File: src/rtl/pipeline_hazard_ctrl.sv
// ---------------------------------------------------------------------------
// pipeline_hazard_ctrl
//
// Purpose:
//   Hazard and sequencing controller for the 5-stage pipeline. Generates the
//   load enables and flushes of the PC, IF/ID, ID/EX, EX/MEM and MEM/WB
//   registers. Selects EX-stage operand forwarding. Tracks data-memory wait
//   time and raises a sticky timeout. Counts stall and flush cycles.
//
// Ports:
//   clk, reset                    clock, synchronous active-high reset
//   id_rn_i/id_rm_i               source registers of the ID instruction
//   id_uses_rn_i/id_uses_rm_i     ID instruction actually reads rn/rm
//   ex_rn_i/ex_rm_i/ex_rd_i       sources/destination of the EX instruction
//   ex_reg_write_i                EX instruction writes a register
//   ex_mem_to_reg_i               EX instruction is a load
//   mem_rd_i/mem_reg_write_i      destination/write flag of MEM instruction
//   wb_rd_i/wb_reg_write_i        destination/write flag of WB instruction
//   ex_branch_taken_i             branch resolved taken in EX this cycle
//   dmem_req_i/dmem_ready_i       data-memory access active / completing
//   pc_en_o .. mem_wb_en_o        pipeline register load enables
//   if_id_flush_o/id_ex_flush_o   clear register to a bubble
//   fwd_a_sel_o/fwd_b_sel_o       00 regfile, 01 WB result, 10 MEM ALU result
//   mem_timeout_o                 sticky: memory wait reached WAIT_TIMEOUT
//   stall_count_o                 saturating count of cycles with pc_en_o=0
//   flush_count_o                 saturating count of taken-branch flushes
// ---------------------------------------------------------------------------
module pipeline_hazard_ctrl #(
  parameter int WAIT_TIMEOUT = 64,
  parameter int CNT_W        = 16
) (
  input  logic             clk,
  input  logic             reset,
  input  logic [3:0]       id_rn_i,
  input  logic [3:0]       id_rm_i,
  input  logic             id_uses_rn_i,
  input  logic             id_uses_rm_i,
  input  logic [3:0]       ex_rn_i,
  input  logic [3:0]       ex_rm_i,
  input  logic [3:0]       ex_rd_i,
  input  logic             ex_reg_write_i,
  input  logic             ex_mem_to_reg_i,
  input  logic [3:0]       mem_rd_i,
  input  logic             mem_reg_write_i,
  input  logic [3:0]       wb_rd_i,
  input  logic             wb_reg_write_i,
  input  logic             ex_branch_taken_i,
  input  logic             dmem_req_i,
  input  logic             dmem_ready_i,
  output logic             pc_en_o,
  output logic             if_id_en_o,
  output logic             if_id_flush_o,
  output logic             id_ex_en_o,
  output logic             id_ex_flush_o,
  output logic             ex_mem_en_o,
  output logic             mem_wb_en_o,
  output logic [1:0]       fwd_a_sel_o,
  output logic [1:0]       fwd_b_sel_o,
  output logic             mem_timeout_o,
  output logic [CNT_W-1:0] stall_count_o,
  output logic [CNT_W-1:0] flush_count_o
);

  localparam int WCW = $clog2(WAIT_TIMEOUT + 1);
  localparam logic [WCW-1:0]   WAIT_MAX = WCW'(WAIT_TIMEOUT);
  localparam logic [CNT_W-1:0] CNT_MAX  = '1;

  typedef enum logic {
    RUN,
    MEM_WAIT
  } state_t;

  state_t           state_q, state_d;
  logic [WCW-1:0]   wait_cnt_q, wait_cnt_d;
  logic             mem_timeout_q, mem_timeout_d;
  logic [CNT_W-1:0] stall_cnt_q, stall_cnt_d;
  logic [CNT_W-1:0] flush_cnt_q, flush_cnt_d;

  logic freeze;
  logic load_use;
  logic branch_flush;

  assign freeze   = dmem_req_i & ~dmem_ready_i;
  assign load_use = ex_mem_to_reg_i & ex_reg_write_i &
                    ((id_uses_rn_i & (id_rn_i == ex_rd_i)) |
                     (id_uses_rm_i & (id_rm_i == ex_rd_i)));
  // A branch seen during a freeze is held by the frozen pipeline and only
  // takes effect in the first unfrozen cycle.
  assign branch_flush = ~reset & ~freeze & ex_branch_taken_i;

  // Pipeline register controls, in priority order: reset, freeze, taken
  // branch (wrong-path ID instruction makes load_use irrelevant), load_use.
  // On load_use the ID/EX register loads the flushed bubble while IF/ID and
  // the PC hold, so exactly one bubble enters EX.
  always_comb begin
    pc_en_o       = 1'b1;
    if_id_en_o    = 1'b1;
    if_id_flush_o = 1'b0;
    id_ex_en_o    = 1'b1;
    id_ex_flush_o = 1'b0;
    ex_mem_en_o   = 1'b1;
    mem_wb_en_o   = 1'b1;
    if (reset) begin
      pc_en_o       = 1'b0;
      if_id_en_o    = 1'b0;
      id_ex_en_o    = 1'b0;
      ex_mem_en_o   = 1'b0;
      mem_wb_en_o   = 1'b0;
      if_id_flush_o = 1'b1;
      id_ex_flush_o = 1'b1;
    end else if (freeze) begin
      pc_en_o     = 1'b0;
      if_id_en_o  = 1'b0;
      id_ex_en_o  = 1'b0;
      ex_mem_en_o = 1'b0;
      mem_wb_en_o = 1'b0;
    end else if (ex_branch_taken_i) begin
      if_id_flush_o = 1'b1;
      id_ex_flush_o = 1'b1;
    end else if (load_use) begin
      pc_en_o       = 1'b0;
      if_id_en_o    = 1'b0;
      id_ex_flush_o = 1'b1;
    end
  end

  // Forwarding: the younger MEM result wins over WB; R15 is never forwarded.
  // Evaluated regardless of freeze so the held EX operands stay correct.
  always_comb begin
    fwd_a_sel_o = 2'b00;
    fwd_b_sel_o = 2'b00;
    if (!reset) begin
      if (mem_reg_write_i && mem_rd_i == ex_rn_i && mem_rd_i != 4'd15)
        fwd_a_sel_o = 2'b10;
      else if (wb_reg_write_i && wb_rd_i == ex_rn_i && wb_rd_i != 4'd15)
        fwd_a_sel_o = 2'b01;
      if (mem_reg_write_i && mem_rd_i == ex_rm_i && mem_rd_i != 4'd15)
        fwd_b_sel_o = 2'b10;
      else if (wb_reg_write_i && wb_rd_i == ex_rm_i && wb_rd_i != 4'd15)
        fwd_b_sel_o = 2'b01;
    end
  end

  // Wait-tracking FSM and counters. The first frozen cycle counts as wait
  // cycle 1, so the timeout flag rises on the edge that ends wait cycle
  // WAIT_TIMEOUT. Release back to RUN happens on ready or on a dropped
  // request (cancelled access).
  always_comb begin
    state_d       = state_q;
    wait_cnt_d    = wait_cnt_q;
    stall_cnt_d   = stall_cnt_q;
    flush_cnt_d   = flush_cnt_q;
    case (state_q)
      RUN: begin
        if (freeze) begin
          state_d    = MEM_WAIT;
          wait_cnt_d = WCW'(1);
        end
      end
      MEM_WAIT: begin
        if (!dmem_req_i || dmem_ready_i) begin
          state_d    = RUN;
          wait_cnt_d = '0;
        end else if (wait_cnt_q < WAIT_MAX) begin
          wait_cnt_d = wait_cnt_q + WCW'(1);
        end
      end
      default: begin
        state_d    = RUN;
        wait_cnt_d = '0;
      end
    endcase
    mem_timeout_d = mem_timeout_q | (wait_cnt_d == WAIT_MAX);
    if (!pc_en_o && stall_cnt_q != CNT_MAX)
      stall_cnt_d = stall_cnt_q + CNT_W'(1);
    if (branch_flush && flush_cnt_q != CNT_MAX)
      flush_cnt_d = flush_cnt_q + CNT_W'(1);
  end

  always_ff @(posedge clk) begin
    if (reset) begin
      state_q       <= RUN;
      wait_cnt_q    <= '0;
      mem_timeout_q <= 1'b0;
      stall_cnt_q   <= '0;
      flush_cnt_q   <= '0;
    end else begin
      state_q       <= state_d;
      wait_cnt_q    <= wait_cnt_d;
      mem_timeout_q <= mem_timeout_d;
      stall_cnt_q   <= stall_cnt_d;
      flush_cnt_q   <= flush_cnt_d;
    end
  end

  assign mem_timeout_o = mem_timeout_q;
  assign stall_count_o = stall_cnt_q;
  assign flush_count_o = flush_cnt_q;

endmodule
File: config.mk
export PLATFORM = sky130hd
export DESIGN_NAME = pipeline_hazard_ctrl
export DESIGN_NICKNAME = d
export VERILOG_FILES = /design/src/rtl/pipeline_hazard_ctrl.sv
export SDC_FILE = /design/constraint.sdc
export NUM_CORES = 1
export LEC_CHECK = 0
export CORE_ASPECT_RATIO = 1.25
export CORE_UTILIZATION = 43
export DETAILED_ROUTE_END_ITERATION = 7
export GPL_ROUTABILITY_DRIVEN = 0
export PLACE_DENSITY = 0.8
export SKIP_CTS_REPAIR_TIMING = 1
export SLEW_MARGIN = 20
export SYNTH_ARGS = -nofsm -noshare
export SYNTH_HDL_FRONTEND = slang
export SYNTH_SLANG_ARGS = --single-unit
File: constraint.sdc
create_clock -name clk -period 3.37 [get_ports clk]
set_input_delay 1.011 -clock clk [delete_from_list [all_inputs] [get_ports clk]]
set_output_delay 1.011 -clock clk [all_outputs]
set_load 0.01 [all_outputs]
# == After elaboration in Yosys (flattened, before gate mapping) ==
# Cells that the tools add are included.
# word_totals
regBits,41
out_inout_bits,44
elab_cells,72
# op_classes
addsub,3
n_lt_le_gt_ge,1
eq_ne,11
muxes,26
bitwise,13
reduce_logical,13
# op_table
operator,n
adder 16 x 1 -> 16 bit (second input constant),2
inequality test 16 bit (second input constant),2
equality test 4 bit,6
2-to-1 mux 7 bit,3
2-to-1 mux 1 bit,17
case mux 7 bit (2 select lines),1
logical AND 1 bit,10
2-to-1 mux 2 bit,4
inequality test 4 bit (second input constant),2
adder 7 x 1 -> 7 bit (second input constant),1
AND 1 bit,7
equality test 7 bit (second input constant),1
less-than comparator 7 bit (second input constant),1
inverter 1 bit,4
logical NOT 1 bit,2
bitwise OR 1 bit,2
case mux 1 bit (2 select lines),1
logical OR 1 bit,1

# == Logic depth before layout (Yosys ltp) ==
# depth
word_depth,10
ltp_mapped,7
ltp_nobuf,6

# == Worst setup path after synthesis ==
# OpenSTA, ideal clock, no wires.
# synth_path
path_type,input port to output port
startpoint,input port dmem_req_i
endpoint,output port pc_en_o
arrival_ns,2.234
t_required_ns,2.359
path_slack_ns,0.125
cell_stages,5
path_buffers,2
cell_sequence,nor2b_1 > nor2_1 > clkbuf_1 > and2_1 > buf_4
# synth_between
elab_chain_len,3
# synth_lines
item,line,text
"start, declared",48,"input logic dmem_req_i,"
AND 1 bit,83,assign freeze = dmem_req_i & ~dmem_ready_i;
2-to-1 mux 1 bit (2 in a row),-,
"end, declared",50,"output logic pc_en_o,"
# Every way passes these cells.

# == Final worst setup path ==
# layout_path
startpoint,input port id_rm_i[3]
endpoint,output port id_ex_flush_o
# layout_between
elab_chain_len,8
# layout_lines
item,line,text
"start, declared",35,"input logic [3:0] id_rm_i,"
equality test 4 bit,86,(id_uses_rm_i & (id_rm_i == ex_rd_i)));
AND 1 bit,86,
bitwise OR 1 bit,85,((id_uses_rn_i & (id_rn_i == ex_rd_i)) |
AND 1 bit,84,assign load_use = ex_mem_to_reg_i & ex_reg_write_i &
2-to-1 mux 1 bit,120,end else if (load_use) begin
2-to-1 mux 1 bit,117,end else if (ex_branch_taken_i) begin
2-to-1 mux 1 bit,111,end else if (freeze) begin
2-to-1 mux 1 bit,103,if (reset) begin
"end, declared",54,"output logic id_ex_flush_o,"
# Every way passes these cells.

==> results.md <==
* Via Count at 2647
* Synthesized-area fraction occupied by and/or/nand/nor cells at 27.97%
* First-pass GRT wire length at 10.94 mm
* Status: complete, but fails checks
* Register Area at 820.8 sq um
* Antenna violations before repair at 0
* FFs w/ async S/R, synth at 0%
* Synth Area in Adders at 1.415%
* Area Growth Syn to Fin at 40.80%
* DP Wirelength at 4.945 mm
* Clk root buf: clkbuf_8
* Final period util at 100.5%
* WS Path Type: in2out
* Starting density of the core at 45.29%
* Max-cap violations at 0
* Drt via density at 5.294
* WP data arrival at 2.38 ns
* RSZ-0062 raised after global routing: yes
* Die Y at 89.81 um
* Final Power at 1037 uW
* Multi-input gate area at 1738 sq um
* Nets at 459
* Reg2Reg Setup Slack at 1.09 ns
* Sequential fraction of the synthesis area at 30.94%
* Worst setup EP type: output pin
* EDFF count, synth at 0
* Mapped Nets at 376
* Commonest cells after routing, fill and taps aside: clkdlybuf4s50_1 (67), dfxtp_1 (41), nor2_1 (38), xnor2_1 (34), nand2_1 (33)
* Filler Cells Inserted at 501
* Setup TNS at -0.01838 ns
* Post-synthesis register bit count at 41
* Final setup violating endpoints at 1
* GR Util All Layers at 20.64%
* Minimum clock period at 3.388 ns
* Final Util at 63.77%
* Max-Slew Margin vs Limit at 34.98%
* Remaining antenna violation count at 0
* 1st-iter DRT viols at 123
* Synth Area in Compound Gates at 14.53%
* End of the worst hold path: mem_timeout_o
* Layout cells sized above 1 at 10.53%
* Pre-CTS setup slack at -0.4272 ns
* Worst reg2reg path endpoint: flush_count_o[9]
* Crit path setup slack, layout at -0.01838 ns
* Routed WL per cell at 13.02 um
* Mux contribution to synthesized area at 7.830%
* Synthesized area per cell at 7.942 sq um
* Dpl cell area at 3586 sq um
* Cts bufs inserted at 5
* Power density over cell area at 277.7 nW/um^2
* Xor/xnor share of the synthesized area at 12.55%
* Max Fanout on Critical Path at 2
* Final slew viol count at 0
* Gate Count Post-Synth at 334
* Main flop type after synthesis: dfxtp_1
* Floorplan Core Area at 5857 sq um
* Synth warn at 0
* H-tree lvl count at 2
* Nature of the critical path startpoint: input pin
* Largest family of logic cells by synthesized area: simple AND/OR/NAND/NOR gates
* Post-Route WL at 6.511 mm
* Number of global-route vias before repair at 2569
* CTS clk-pin slew, worst paths at 0.07 ns
* Reg2reg start: flush_count_o[7]
* Cell area after layout at 3735 sq um
* Largest net degree at the start of global routing at 42
* Final Hold Fails at 0
* Worst R2R Path Depth at 5
* DR pass1 iterations at 4
* Total die area at 6489 sq um
* Hold Crit Class: reg2reg
* CTS tree: built
* Total congestion overflow at 0
* Diode count at 0
* Most common cell after layout, fill and taps aside: clkdlybuf4s50_1
* Synthesized area at 2653 sq um
* TritonCTS Sinks at 41
* Final Skew at 0.008768 ns
* WP data required at 2.36 ns
* PortBufs at 82
* Failing checks: negative setup slack
* Peak VDD IR at 0.1799 mV
* Chip width at 72.25 um
* Hold path startpoint: mem_timeout_o
* Drt drc at 0
* # IOs at 83
* Row count at 31
* P_leak at 0.001397 uW
* Clock Latency Late Sink at 0.29 ns
* Netlist cell types at 50
* Tightest Pin Transition at 0.9679 ns
* Max Fclk at 295.1 MHz
* CTS max path bufs at 2
* Worst Hold Path Cells at 1
-- metal layers --
layer | vias up | routed length [um] | GRT usage [%]
met2 | 71 | 3442 | 37.93
li1 | 1351 | - | -
met5 | - | 0 | 0
met1 | 1214 | 2737 | 23.25
met3 | 11 | 238 | 3.700
met4 | 0 | 93 | 6.863
-- how the worst max path moves through the flow --
stage / start / to / slack, ns / cells after the start
after global placement: ex_rd_i[2] / id_ex_flush_o / -0.40 / 7
after detailed placement: ex_rd_i[3] / id_ex_flush_o / -0.43 / 7
final: id_rm_i[3] / id_ex_flush_o / -0.02 / 8
after CTS: ex_rd_i[3] / id_ex_flush_o / -0.43 / 7
after global routing: id_rm_i[3] / id_ex_flush_o / -0.13 / 8
after floorplan: dmem_req_i / pc_en_o / 0.12 / 5
-- worst max-delay path, stage by stage --
cell and delay, ns:
clkdlybuf4s50_1 0.48, xnor2_1 0.12, nand3_1 0.12, buf_4 0.15
o22ai_2 0.15, a31oi_1 0.09, o21ai_1 0.11, buf_2 0.14
-- cells in the mapped netlist, types with 4 or more instances --
cell type / number / area [sq um]
a211oi_1: 9 / 67.56
a21oi_1: 15 / 75.07
clkbuf_1: 11 / 41.29
dfxtp_1: 41 / 820.8
inv_1: 9 / 33.78
mux2_1: 6 / 67.56
mux2_2: 8 / 90.09
mux2i_1: 5 / 50.05
nand2_1: 33 / 123.9
nand3_1: 20 / 100.1
nand4_1: 8 / 50.05
nor2_1: 39 / 146.4
nor2b_1: 15 / 93.84
nor3_1: 9 / 45.04
nor4_1: 4 / 25.02
o21ai_0: 7 / 35.03
o31ai_1: 4 / 30.03
or4_1: 4 / 30.03
xnor2_1: 36 / 315.3
-- cells by family (layout without fill, tap and decap cells) --
| kind of cell | Yosys count | after routing |
|---|---|---|
| buffers and inverters | 28 | 112 |
| and+or+nand+nor | 149 | 149 |
| xor gates and xnor gates | 38 | 38 |
| DFF | 41 | 41 |
| AOI/OAI and AO/OA | 56 | 56 |
| adders and majority gates | 3 | 3 |
| muxes | 19 | 19 |
-- per-stage QoR --
step                      hold WS [ns]  std cells
after floorplan                 0.4850        334
after CTS                       0.4762        499
after global routing            0.4915        500
after detailed placement        0.4655        491
final                           0.4749        500
after global placement          0.4621        491
-- flip-flops by register name (all words and copies together), names as in the netlist --
signal and flops:
flush_count_o 16, state_q 1, stall_count_o 16, wait_cnt_q 7, mem_timeout_o 1
-- report_power, final --
part	leakage (uW)	internal (uW)	switching (uW)
combinational	0.00101	105	80.9
sequential	0.000331	490	9.79
clock	0.0000542	185	166
total	0.00140	780	257
-- final cells by class --
cell class	instances	share of cell area, %
Clock buffer	7	2.580
Clock inverter	1	0.1340
Inverter	9	0.9045
Multi-Input combinational cell	265	46.53
Sequential cell	41	21.98
Tap cell	82	2.747
Timing Repair Buffer	95	25.13
Note: power is estimated with default switching activity, not from simulation.
